### config.mk
export PLATFORM = sky130hd
export DESIGN_NAME = dosing_sequencer
export DESIGN_NICKNAME = d
export VERILOG_FILES = /design/src/rtl/dosing_sequencer_pkg.sv /design/src/rtl/dosing_sequencer_timer.sv /design/src/rtl/dosing_sequencer.sv
export SDC_FILE = /design/constraint.sdc
export NUM_CORES = 1
export LEC_CHECK = 0
export ABC_CLOCK_PERIOD_IN_PS = 2700
export CAP_MARGIN = 25
export CORE_MARGIN = 4
export CORE_UTILIZATION = 35
export DETAILED_ROUTE_END_ITERATION = 10
export SLEW_MARGIN = 20
export SYNTH_ARGS = -nofsm -noshare
export SYNTH_HDL_FRONTEND = slang
export SYNTH_SLANG_ARGS = --single-unit
### constraint.sdc
create_clock -name clk -period 2.7 [get_ports clk]
set_clock_uncertainty 0.05 [all_clocks]
set_input_delay 0.54 -clock clk [delete_from_list [all_inputs] [get_ports clk]]
set_output_delay 0.54 -clock clk [all_outputs]
set_load 0.05 [all_outputs]
### src/rtl/dosing_sequencer_pkg.sv
// -----------------------------------------------------------------------------
// dosing_sequencer_pkg
//   Shared definitions for the paint-dispenser dosing sequencer:
//   - state codes (also driven out on the est debug port)
//   - channel bit positions in motores/flags (R=2, Y=1, B=0)
//   - motor one-hot enable constants and the state-to-motor decode
// -----------------------------------------------------------------------------
package dosing_sequencer_pkg;

  typedef logic [2:0] state_t;

  // State codes. These values are visible on est, so they are fixed.
  localparam state_t ST_IDLE  = 3'b000;
  localparam state_t ST_RUN_R = 3'b001;
  localparam state_t ST_RUN_Y = 3'b010;
  localparam state_t ST_RUN_B = 3'b011;
  localparam state_t ST_GAP   = 3'b100;
  localparam state_t ST_DONE  = 3'b101;

  // Channel bit positions inside motores and flags.
  localparam int CH_R = 2;
  localparam int CH_Y = 1;
  localparam int CH_B = 0;

  // Motor one-hot enables.
  localparam logic [2:0] MOT_OFF   = 3'b000;
  localparam logic [2:0] MOT_R     = 3'b100;
  localparam logic [2:0] MOT_Y     = 3'b010;
  localparam logic [2:0] MOT_B     = 3'b001;
  localparam logic [2:0] FLAGS_ALL = 3'b111;

  // Moore decode of the motor enables from the state code alone.
  function automatic logic [2:0] motor_decode(input state_t st);
    logic [2:0] mot;
    mot = MOT_OFF;
    case (st)
      ST_RUN_R: mot = MOT_R;
      ST_RUN_Y: mot = MOT_Y;
      ST_RUN_B: mot = MOT_B;
      default:  mot = MOT_OFF;
    endcase
    return mot;
  endfunction

endpackage

### src/rtl/dosing_sequencer_timer.sv
// -----------------------------------------------------------------------------
// dose_timer
//   Times one motor run of amount*TICK_DIV cycles using a prescaler
//   (0..TICK_DIV-1) and a unit down-counter.
//   Ports:
//     clk     in   1      system clock
//     reset   in   1      synchronous active-high reset, clears both counters
//     load    in   1      clear the prescaler and load the unit counter
//     amount  in   AMT_W  units to load (load with 0 simply clears the timer)
//     enable  in   1      count this cycle (ignored while load is high)
//     expire  out  1      high on the last cycle of the run: prescaler at
//                         TICK_DIV-1 with one unit left and enable high
// -----------------------------------------------------------------------------
module dose_timer #(
  parameter int AMT_W    = 8,
  parameter int TICK_DIV = 50000
) (
  input  logic             clk,
  input  logic             reset,
  input  logic             load,
  input  logic [AMT_W-1:0] amount,
  input  logic             enable,
  output logic             expire
);

  localparam int             PW     = $clog2(TICK_DIV) + 1;
  localparam logic [PW-1:0]  P_LAST = PW'(TICK_DIV - 1);
  localparam logic [AMT_W-1:0] U_ONE = AMT_W'(1);

  logic [PW-1:0]    r_presc;
  logic [AMT_W-1:0] r_units;
  logic             w_tick;

  assign w_tick = (r_presc == P_LAST);
  assign expire = enable && w_tick && (r_units == U_ONE);

  always_ff @(posedge clk) begin
    if (reset) begin
      r_presc <= '0;
      r_units <= '0;
    end else if (load) begin
      r_presc <= '0;
      r_units <= amount;
    end else if (enable) begin
      if (w_tick) begin
        r_presc <= '0;
        // Saturate at zero so the unit counter never wraps.
        if (r_units != '0) r_units <= r_units - U_ONE;
      end else begin
        r_presc <= r_presc + 1'b1;
      end
    end
  end

endmodule

### src/rtl/dosing_sequencer.sv
// -----------------------------------------------------------------------------
// dosing_sequencer
//   Runs the R, Y and B dispenser motors one at a time, in that order, each for
//   amt*TICK_DIV cycles, with GAP_CYCLES of dead time between two motors that
//   both run. Zero-amount channels are skipped. Produces sticky per-channel
//   done flags and a one-cycle done pulse.
//   Control semantics: start is a level sampled only in IDLE (ignored while
//   busy, never queued); abort wins over start and, while busy, returns the
//   sequencer to IDLE on the next edge with motors off and flags preserved.
//   Ports:
//     clk, reset            clock, synchronous active-high reset
//     start, abort          control inputs
//     amt_r, amt_y, amt_b   dose amounts, latched on an accepted start
//     motores  out 3        one-hot motor enable [2]=R [1]=Y [0]=B
//     flags    out 3        sticky per-channel done flags
//     busy     out 1        high in every state except IDLE
//     done     out 1        one-cycle pulse on normal completion
//     est      out 3        current state code (debug/LEDs)
// -----------------------------------------------------------------------------
module dosing_sequencer
  import dosing_sequencer_pkg::*;
#(
  parameter int AMT_W      = 8,
  parameter int TICK_DIV   = 50000,
  parameter int GAP_CYCLES = 1000
) (
  input  logic             clk,
  input  logic             reset,
  input  logic             start,
  input  logic             abort,
  input  logic [AMT_W-1:0] amt_r,
  input  logic [AMT_W-1:0] amt_y,
  input  logic [AMT_W-1:0] amt_b,
  output logic [2:0]       motores,
  output logic [2:0]       flags,
  output logic             busy,
  output logic             done,
  output logic [2:0]       est
);

  localparam int               GAP_W    = $clog2(GAP_CYCLES) + 1;
  localparam logic [GAP_W-1:0] GAP_LAST = GAP_W'(GAP_CYCLES - 1);

  state_t           r_state;
  state_t           w_next_state;
  state_t           r_next_run;   // RUN state to enter when the gap ends
  state_t           w_next_run;
  logic [AMT_W-1:0] r_amt_r;
  logic [AMT_W-1:0] r_amt_y;
  logic [AMT_W-1:0] r_amt_b;
  logic [2:0]       r_flags;
  logic [2:0]       w_flags_set;
  logic             w_flags_clr;
  logic             w_latch;
  logic [GAP_W-1:0] r_gap;
  logic [GAP_W-1:0] w_gap_next;
  logic             w_load;
  logic [AMT_W-1:0] w_load_amt;
  logic             w_enable;
  logic             w_expire;

  assign w_enable = (r_state == ST_RUN_R) || (r_state == ST_RUN_Y) ||
                    (r_state == ST_RUN_B);

  dose_timer #(
    .AMT_W    (AMT_W),
    .TICK_DIV (TICK_DIV)
  ) u_dose_timer (
    .clk    (clk),
    .reset  (reset),
    .load   (w_load),
    .amount (w_load_amt),
    .enable (w_enable),
    .expire (w_expire)
  );

  // Next-state logic. Skipped channels have their flag set on the same edge
  // the sequence moves past them, which is why several flag bits can be set
  // at once below.
  always_comb begin
    w_next_state = r_state;
    w_next_run   = r_next_run;
    w_flags_set  = 3'b000;
    w_flags_clr  = 1'b0;
    w_latch      = 1'b0;
    w_gap_next   = r_gap;
    w_load       = 1'b0;
    w_load_amt   = '0;

    case (r_state)
      ST_IDLE: begin
        if (start && !abort) begin
          w_latch     = 1'b1;
          w_flags_clr = 1'b1;
          w_load      = 1'b1;
          if (amt_r != '0) begin
            w_next_state = ST_RUN_R;
            w_load_amt   = amt_r;
          end else if (amt_y != '0) begin
            w_next_state       = ST_RUN_Y;
            w_load_amt         = amt_y;
            w_flags_set[CH_R]  = 1'b1;
          end else if (amt_b != '0) begin
            w_next_state       = ST_RUN_B;
            w_load_amt         = amt_b;
            w_flags_set[CH_R]  = 1'b1;
            w_flags_set[CH_Y]  = 1'b1;
          end else begin
            w_next_state = ST_DONE;
            w_flags_set  = FLAGS_ALL;
          end
        end
      end

      ST_RUN_R: begin
        if (w_expire) begin
          w_flags_set[CH_R] = 1'b1;
          if (r_amt_y != '0) begin
            w_next_state = ST_GAP;
            w_next_run   = ST_RUN_Y;
          end else if (r_amt_b != '0) begin
            w_next_state      = ST_GAP;
            w_next_run        = ST_RUN_B;
            w_flags_set[CH_Y] = 1'b1;
          end else begin
            w_next_state = ST_DONE;
            w_flags_set  = FLAGS_ALL;
          end
        end
      end

      ST_RUN_Y: begin
        if (w_expire) begin
          w_flags_set[CH_Y] = 1'b1;
          if (r_amt_b != '0) begin
            w_next_state = ST_GAP;
            w_next_run   = ST_RUN_B;
          end else begin
            w_next_state = ST_DONE;
            w_flags_set  = FLAGS_ALL;
          end
        end
      end

      ST_RUN_B: begin
        if (w_expire) begin
          w_next_state      = ST_DONE;
          w_flags_set[CH_B] = 1'b1;
        end
      end

      ST_GAP: begin
        if (r_gap == GAP_LAST) begin
          w_next_state = r_next_run;
          w_gap_next   = '0;
          w_load       = 1'b1;
          w_load_amt   = (r_next_run == ST_RUN_Y) ? r_amt_y :
                         (r_next_run == ST_RUN_B) ? r_amt_b : r_amt_r;
        end else begin
          w_gap_next = r_gap + 1'b1;
        end
      end

      ST_DONE: begin
        w_next_state = ST_IDLE;
      end

      default: begin
        w_next_state = ST_IDLE;
      end
    endcase

    // Abort overrides everything except reset. Loading the timer with zero
    // clears both of its counters; flags are left untouched.
    if (abort && (r_state != ST_IDLE)) begin
      w_next_state = ST_IDLE;
      w_flags_set  = 3'b000;
      w_flags_clr  = 1'b0;
      w_latch      = 1'b0;
      w_gap_next   = '0;
      w_load       = 1'b1;
      w_load_amt   = '0;
    end
  end

  always_ff @(posedge clk) begin
    if (reset) begin
      r_state    <= ST_IDLE;
      r_next_run <= ST_RUN_R;
      r_amt_r    <= '0;
      r_amt_y    <= '0;
      r_amt_b    <= '0;
      r_flags    <= 3'b000;
      r_gap      <= '0;
    end else begin
      r_state    <= w_next_state;
      r_next_run <= w_next_run;
      r_gap      <= w_gap_next;
      r_flags    <= (w_flags_clr ? 3'b000 : r_flags) | w_flags_set;
      if (w_latch) begin
        r_amt_r <= amt_r;
        r_amt_y <= amt_y;
        r_amt_b <= amt_b;
      end
    end
  end

  assign motores = motor_decode(r_state);
  assign flags   = r_flags;
  assign busy    = (r_state != ST_IDLE);
  assign done    = (r_state == ST_DONE);
  assign est     = r_state;

endmodule

==> metrics.yaml <==
outcome:
  status: "finished clean"
layout:
  multi_input_area_sq_um: 2280
  final_cells: 673
  seq_area_sq_um: 1380
  diodes: 0
  final_design_area_no_fill_sq_um: 4610
  fin_nets: 565
  fill_cells: 1076
  drive_gt1_frac: 0.117
  syn2layout_area_growth_pct: 21.5
power:
  pwr_density_cell_nw_per_um2: 493
  p_leak_nw: 1.62
  switching_power_uw: 712
  sequentialPowerShare: 0.475
  swShare: 0.313
  clockPowerShare: 0.338
  p_comb_frac: 0.187
  peakVddDrop_uv: 282
  intPower_mw: 1.56
logic_synthesis:
  synth_fa_ha_area_frac: 0.0165
  synthMuxAreaShare: 0.0320
  synth_nets: 513
  synth.top_cells.by_count: "nand2_1 (74), dfxtp_1 (69), nor2_1 (51), a21oi_1 (42)"
  synth_top_family_by_area: "simple AND/OR/NAND/NOR gates"
  ys_seq_elements: 69
  netlist_area_sq_um: 3800
  yosys-top-cells-area: "dfxtp_1 (36%), nand2_1 (7.3%), a21oi_1 (5.5%), nor2_1 (5.0%), xnor2_1 (4.4%)"
  ys_types: 61
  yosysWarningCount: 0
  synth_compound_area_frac: 0.176
  synth-edff-count: 0
  synth.most_common_cell: "nand2_1"
  netlist.area_leader.share: 0.364
  dominantRegCellSynth: "dfxtp_1"
  syn_inst: 480
  yosys.area.top_type: "dfxtp_1"
  synthSimpleGateAreaFrac: 0.316
  synth-xor-area-share: 0.0577
  ys_seq_area_frac: 0.364
  ys_async_sr_fraction: 0
  avgSynthCellArea_sq_um: 7.91
clocking:
  clk_latency_ns: 0.35
  cts_tree: "done"
  clk_pin_slew_ns: 0.08
  ctsHoldBuffers: 0
  clockBufferDepth: 2
  cts-root-buf: "clkbuf_8"
  postCtsSetupBuffers: 0
  cts_resized: 0
  h-tree-depth: 3
  cts_buffers: 9
  clkSinkCount: 69
sta:
  fin_tns_setup_ns: 0
  worstMarginPinSlew_ns: 0.590
  hold_viol: 0
  drv_slew: 0
  finalCritPeriodShare: 0.914
  max_freq_mhz: 405
  layout_min_cycle_time_ns: 2.47
  setup_violations: 0
  fin_hold_ws_ns: 0.416
  slew_headroom: 0.603
  rsz0062_at_grt: "false"
grt:
  grt_max_degree: 32
  grt_pass1_wl_mm: 17.9
  antenna_found_initial: 0
  grt_usage: 0.173
  grt_pass1_vias: 3575
  grt-ovfl-total: 0
worst_setup_path:
  critical_path_arrival_ns: 1.88
  rrSetupSlack_ns: 0.46
  worstSetupStartpointType: "register"
  worst-path-buf-inv: 3
  max_stage_delay_ns: 0.62
  cpMaxStageDelayCell: "dfxtp_1"
  criticalPathCategory: "reg2out"
  crit_path_cell_trace: "buf_4 > nand2b_1 > or2_2 > inv_1 > buf_12"
  cp-end-kind: "output pin"
  required_ns: 2.11
  crit_family: "flip-flops"
  cp_max_fo: 12
run:
  maxCapViolCount: 0
floorplan:
  die_x_um: 112
  rows: 37
  die-area_sq_um: 12600
  initial_utilization: 0.363
  fp.coreArea_sq_um: 10500
  ios: 39
  die_y_um: 112
place:
  hpwlAfterDp_mm: 8.18
  gp_congestion: 0.906
  dpl_cell_area_sq_um: 4440
  dp_cells: 657
  port_buffers: 38
drt:
  route.detailed.drc: 0
  top_layer: "met4"
  wl_per_cell_um: 15.9
  met1_length_mm: 5.19
  drt_pass1_iterations: 5
  routed_wl_mm: 10.7
  vias: 3672
  viasPerCell: 5.46
  wl_met3_um: 518
  ant_nets: 0
  wl_met2_mm: 4.85
  drt_iter0_markers: 284
min_path:
  hold_class: "reg2reg"
tightest hold or removal path, delay by kind of cell (launching register included):
family | cells | cell delay, ns
DFF | 1 | 0.32
and+or+nand+nor | 1 | 0.05
AOI/OAI and AO/OA | 1 | 0.05
metrics by stage:
stage | setup WS (ns) | power, mW | utilization
floorplan | 0.296 | 1.35 | -
global placement | 0.150 | 1.53 | 0.424
detailed placement | 0.0248 | 1.53 | 0.424
CTS | 0.210 | 2.30 | 0.441
global route | 0.100 | 2.39 | 0.441
finish | 0.231 | 2.28 | 0.441
sequential cells by signal, summed over array words and instances, names as in the netlist:
| register | cells |
|---|---|
| r_next_run | 3 |
| u_dose_timer.r_units | 8 |
| r_gap | 11 |
| r_amt_r | 8 |
| u_dose_timer.r_presc | 17 |
| est | 3 |
| r_amt_y | 8 |
| flags | 3 |
| r_amt_b | 8 |
power by group through the flow:
| stage | combinational (mW) | sequential (mW) | clock (mW) |
|---|---|---|---|
| floorplan | 0.253 | 1.10 | 0 |
| global placement | 0.422 | 1.10 | 0 |
| detailed placement | 0.423 | 1.11 | 0 |
| CTS | 0.424 | 1.08 | 0.790 |
| global route | 0.467 | 1.09 | 0.837 |
| finish | 0.425 | 1.08 | 0.770 |
placed cells by master (no fill, tap or decap), drive strengths merged, types with 13 or more instances in the layout:
| cell type | Yosys | final |
|---|---|---|
| a21oi | 43 | 43 |
| buf | 10 | 29 |
| clkdlybuf4s50 | 0 | 33 |
| dfxtp | 69 | 69 |
| inv | 13 | 15 |
| nand2 | 74 | 74 |
| nand3 | 13 | 13 |
| nor2 | 52 | 52 |
| nor3 | 21 | 21 |
| nor4 | 18 | 18 |
| o21ai | 18 | 18 |
| xnor2 | 19 | 19 |
path summary, 6_finish.rpt:
kind | start | endpoint | cells past startpoint
worst min register to register | r_amt_r[5]$_SDFFE_PP0P_ | r_amt_r[5]$_SDFFE_PP0P_ | 2
worst min-delay path | r_amt_r[5]$_SDFFE_PP0P_ | r_amt_r[5]$_SDFFE_PP0P_ | 2
worst max register to register | est[0]$_SDFFE_PP0P_ | u_dose_timer.r_units[3]$_SDFFE_PP0P_ | 7
worst max-delay path | est[0]$_SDFFE_PP0P_ | motores[2] | 5
logic make-up after synthesis:
kind of cell / after synthesis
and+or+nand+nor: 228
adders and majority gates: 5
DFF: 69
xor gates and xnor gates: 25
AOI/OAI and AO/OA: 107
muxes: 12
buffers and inverters: 34
per-layer routing:
layer  vias up  GRT usage
met5         -          0
met1      1723      0.243
met4         0     0.0505
met2        96      0.267
met3        16     0.0356
li1       1837          -
layout make-up:
type	count	share of cell area
tap	136	0.0369
inverter	13	0.0106
clock buffer	10	0.0277
clock inverter	6	0.0103
multi-input combinational	377	0.494
sequential	69	0.299
timing repair buffer	62	0.122
Power figures use the tool's default switching activity.
